### src/rtl/data_dist1_4.sv
// data_dist1_4 : double-buffered 1:4 demultiplexer / distributor.
//
// Words arrive over a valid/ready handshake and land in one of four shadow
// registers. The channel comes from in_sel in addressed mode, or from an
// internal pointer in auto mode. When every channel has been written, or when
// a flush arrives with at least one channel written, the block spends one
// COMMIT cycle. At the end of that cycle it copies the written shadow
// registers into q1..q4 in one step.
//
// Ports:
//   clk        : system clock, rising edge
//   rst_n      : asynchronous active-low reset
//   d          : incoming data word (WIDTH bits)
//   in_sel     : target channel in addressed mode (0 -> q1 .. 3 -> q4)
//   auto_mode  : 1 = internal pointer steers, 0 = in_sel steers
//   in_valid   : d / in_sel valid this cycle
//   in_ready   : block accepts a word this cycle (state only)
//   flush      : commit a partially filled frame
//   q1..q4     : committed channel outputs (registered)
//   q_mask     : channels refreshed by the latest commit (bit0 = q1)
//   frame_done : one-cycle pulse in the cycle q1..q4 update
//   ptr        : current auto-mode pointer
module data_dist1_4 #(
    parameter int WIDTH = 4
) (
    input  logic             clk,
    input  logic             rst_n,
    input  logic [WIDTH-1:0] d,
    input  logic [1:0]       in_sel,
    input  logic             auto_mode,
    input  logic             in_valid,
    output logic             in_ready,
    input  logic             flush,
    output logic [WIDTH-1:0] q1,
    output logic [WIDTH-1:0] q2,
    output logic [WIDTH-1:0] q3,
    output logic [WIDTH-1:0] q4,
    output logic [3:0]       q_mask,
    output logic             frame_done,
    output logic [1:0]       ptr
);

    typedef enum logic {
        S_COLLECT = 1'b0,
        S_COMMIT  = 1'b1
    } state_t;

    state_t           r_state;
    state_t           w_state_nxt;
    logic [WIDTH-1:0] r_shadow [4];
    logic [WIDTH-1:0] r_q      [4];
    logic [3:0]       r_wmask;
    logic [3:0]       r_q_mask;
    logic             r_frame_done;
    logic [1:0]       r_ptr;

    logic [1:0]       w_ch;
    logic             w_accept;
    logic [3:0]       w_wmask_nxt;

    assign w_ch        = auto_mode ? r_ptr : in_sel;
    assign w_accept    = in_valid && in_ready;
    // Written mask including this cycle's beat; decides whether the frame closes now.
    assign w_wmask_nxt = r_wmask | (w_accept ? (4'b0001 << w_ch) : 4'b0000);

    // State register
    always_ff @(posedge clk or negedge rst_n) begin
        if (!rst_n) begin
            r_state <= S_COLLECT;
        end else begin
            r_state <= w_state_nxt;
        end
    end

    // Next-state logic
    always_comb begin
        w_state_nxt = r_state;
        case (r_state)
            S_COLLECT: begin
                // A flush with nothing written is ignored.
                if ((w_wmask_nxt == 4'b1111) || (flush && (w_wmask_nxt != 4'b0000))) begin
                    w_state_nxt = S_COMMIT;
                end
            end
            S_COMMIT: w_state_nxt = S_COLLECT;
            default:  w_state_nxt = S_COLLECT;
        endcase
    end

    // Output logic: ready in COLLECT only, and held low while reset is applied.
    always_comb begin
        in_ready = (r_state == S_COLLECT) && rst_n;
    end

    // Shadow capture, commit and pointer
    always_ff @(posedge clk or negedge rst_n) begin
        if (!rst_n) begin
            for (int i = 0; i < 4; i++) begin
                r_shadow[i] <= '0;
                r_q[i]      <= '0;
            end
            r_wmask      <= 4'b0000;
            r_q_mask     <= 4'b0000;
            r_frame_done <= 1'b0;
            r_ptr        <= 2'd0;
        end else begin
            r_frame_done <= 1'b0;
            case (r_state)
                S_COLLECT: begin
                    if (w_accept) begin
                        r_shadow[w_ch] <= d;
                        r_wmask        <= w_wmask_nxt;
                        if (auto_mode) begin
                            r_ptr <= r_ptr + 2'd1;
                        end
                    end
                end
                S_COMMIT: begin
                    // Unwritten channels keep their previous committed value.
                    for (int i = 0; i < 4; i++) begin
                        if (r_wmask[i]) begin
                            r_q[i] <= r_shadow[i];
                        end
                    end
                    r_q_mask     <= r_wmask;
                    r_frame_done <= 1'b1;
                    r_wmask      <= 4'b0000;
                    r_ptr        <= 2'd0;
                end
                default: ;
            endcase
        end
    end

    assign q1         = r_q[0];
    assign q2         = r_q[1];
    assign q3         = r_q[2];
    assign q4         = r_q[3];
    assign q_mask     = r_q_mask;
    assign frame_done = r_frame_done;
    assign ptr        = r_ptr;

endmodule

### config.mk
export PLATFORM = sky130hd
export DESIGN_NAME = data_dist1_4
export DESIGN_NICKNAME = d
export VERILOG_FILES = /design/src/rtl/data_dist1_4.sv
export SDC_FILE = /design/constraint.sdc
export NUM_CORES = 1
export LEC_CHECK = 0
export CAP_MARGIN = 25
export CORE_ASPECT_RATIO = 1.4
export CORE_UTILIZATION = 50
export DETAILED_ROUTE_END_ITERATION = 8
export MAX_ROUTING_LAYER = met4
export PLACE_DENSITY = 0.75
export SLEW_MARGIN = 0
export SYNTH_ARGS = -nofsm -noshare
export SYNTH_HDL_FRONTEND = slang
export SYNTH_SLANG_ARGS = --single-unit
### constraint.sdc
create_clock -name clk -period 2.4 [get_ports clk]
set_clock_uncertainty 0.15 [all_clocks]
set_input_delay 0.24 -clock clk [delete_from_list [all_inputs] [get_ports clk]]
set_output_delay 0.24 -clock clk [all_outputs]
set_load 0.005 [all_outputs]
==> flow_summary.yaml <==
placed_design:
  numPortBuffers: 34
  gp_congestion: 0.856
  placed_cells: 203
  hpwlAfterDp_mm: 2.53
  placed_cell_area_sq_um: 2180
synthesis:
  synth.distinct_cells: 25
  yosysTopAreaCellShare_pct: 61.7
  synth-edff-count: 0
  yosysTopAreaCell: "dfrtp_1"
  synth-seq-cells: 44
  synth_common_cells: "dfrtp_1 (44), mux2_2 (32), nand2_1 (8), inv_1 (6), nor2_1 (6)"
  yosysMostFrequentCell: "dfrtp_1"
  syn_nets: 138
  ys_warn_count: 0
  syn-cell-area_sq_um: 1780
  synth.avg_cell_area_sq_um: 14.0
  syn_inst: 127
  ys_seq_area_share_pct: 61.7
  synthArstFlopShare_pct: 100
  ys.flop_type: "dfrtp_1"
  synthTopCellsByArea: "dfrtp_1 (62%), mux2_2 (20%), nor3_2 (2.2%), mux2_4 (1.7%), nand2_1 (1.7%)"
floorplan:
  die_w_um: 52.5
  die-area_sq_um: 3810
  die_h_um: 72.7
  std_cell_rows: 25
  ios: 35
  core-area_sq_um: 3380
  initial_utilization_pct: 52.8
grt:
  antenna_found_initial: 0
  grt_usage_pct: 22.5
  grt_pass1_wl_mm: 5.81
  grt_max_degree: 25
  first_global_vias: 1214
  overflow: 0
worst_setup_path:
  path_max_fanout: 13
  crit_type: "input pin to flop"
  cp-start-kind: "input pin"
  cp-end-kind: "flop"
  crit_required_ps: 2490
  crit_arrival_ps: 2270
job:
  cap_violations: 0
routing:
  viasPerCell: 5.49
  drt_wl_total_mm: 3.52
  wl_per_cell_um: 16.6
  num_vias: 1164
  drtPass1Iterations: 3
  remaining_drc_errors: 0
  postRouteAntennaNets: 0
  drt-initial-drc-count: 24
sta:
  hold_viol: 0
  rsz0062_at_grt: "no"
  slew_violations: 0
  tns_ps: 0
  slew_headroom_pct: 67.4
  tightest_slew_ps: 475
  timing.final.crit_period_ps: 2180
  timing.fmax_mhz: 459
  fin_crit_sh_pct: 90.9
  setup_viol: 0
layout:
  finalNonFillerCells: 212
  drive_gt1_share_pct: 28.5
  fin_nets: 182
  diodes: 0
  syn_to_final_growth_pct: 28.1
  final_cell_area_sq_um: 2280
clock_tree:
  clk_pin_slew_ps: 80
  post_cts_buffers: 0
  cts_tree: "done"
  cts_buffers: 5
  root_buffer: "clkbuf_8"
  cts-resized-gates: 0
  cts_buffer_depth: 2
  cts_sinks: 44
  clock_latency_ps: 300
  cts-htree-levels: 2
status:
  status: "finished, final reports clean"
min_path:
  worstHoldPathType: "input pin to asynchronous set/reset pin"
power_and_ir_drop:
  p_leak_nw: 1.02
  powerDensity_nw_per_um2: 1120
  vdd_drop_max_uv: 808
==> through the flow <==
step / total power [mW] / util, % / setup WS [ps] / hold slack [ps]
2_1_floorplan: 1.64 / - / 707 / -206
3_3_place_gp: 2.07 / 64.7 / 148 / -21.7
3_5_place_dp: 2.11 / 64.7 / 36.3 / -15.0
4_1_cts: 2.59 / 67.6 / 238 / 195
5_1_grt: 2.72 / 67.6 / 121 / 220
6_report: 2.56 / 67.6 / 219 / 195
==> sequential cells by signal, indices dropped and copies added (netlist names) <==
name	flops
r_shadow	16
q1	4
q2	4
q3	4
q4	4
q_mask	4
r_wmask	4
ptr	2
frame_done	1
r_state	1
==> metal layers <==
layer | global-route usage, % | share of wire, % | up-vias | routed length, um
met5 | - | 0 | - | 0
met4 | 11.7 | 2.9 | 0 | 102
met3 | 5.63 | 3.7 | 10 | 131
met2 | 34.9 | 52 | 31 | 1840
met1 | 26.7 | 41 | 589 | 1450
li1 | - | - | 534 | -
==> power by group <==
group | internal, mW | switching (mW)
Clock | 0.235 | 0.233
Sequential | 1.05 | 0.181
Combinational | 0.554 | 0.301
==> cells in the final DEF, fill, tap and decap left out, drive strengths merged <==
master,count
o21a,1
inv,6
nor4,1
a21oi,1
mux2i,2
nor3,4
and2,1
clkbuf,8
and3b,1
clkdlybuf4s50,33
xor2,2
nor2,6
nand4,2
a41oi,1
a32oi,1
nand2,8
dfrtp,44
dlygate4sd3,1
mux2,34
nor2b,1
or4,2
nand3,1
nand3b,1
buf,5
o21ai,4
a21o,1
==> area by class of cell <==
type                    count  area, sq um
repair buffers             39          375
flip-flops and latches     44         1100
well taps                  40         50.0
multi-input cells          75          646
fillers                   276         1090
inverters                   6         22.5
clock buffers               8         90.1
==> worst max-delay path, stage by stage <==
cell	delay, ps
dlygate4sd3_1	520
buf_2	280
nand3b_1	300
or4_1	580
a41oi_1	240
a21o_1	110
==> path summary, 6_finish.rpt <==
path / from / to / slack, ps / cells past startpoint
max: rst_n / r_state / 220 / 6
min: rst_n / q_mask[2] / 190 / 2
max reg2reg: ptr[0] / r_state / 520 / 4
min reg2reg: q4[1] / q4[1] / 360 / 1
max in group asynchronous: rst_n / q2[3] / 1320 / 3
min in group clk: q4[1] / q4[1] / 360 / 1
==> logic make-up (layout without fill, tap and decap cells) <==
family	after synthesis	in the layout	share of synthesized area, %
AND/OR/NAND/NOR	28	28	8.98
AO/OA/AOI/OAI	9	9	3.23
XOR/XNOR	2	2	0.982
buffers and inverters	8	53	2.10
flip-flops	44	44	61.7
multiplexers	36	36	23.0
==> what timing repair did <==
item                                    4_1_cts  5_1_grt
hold buffers                                  1        0
endpoints found under the setup margin        0        0
hold endpoints to repair                     24        0
Power figures use the tool's default switching activity.
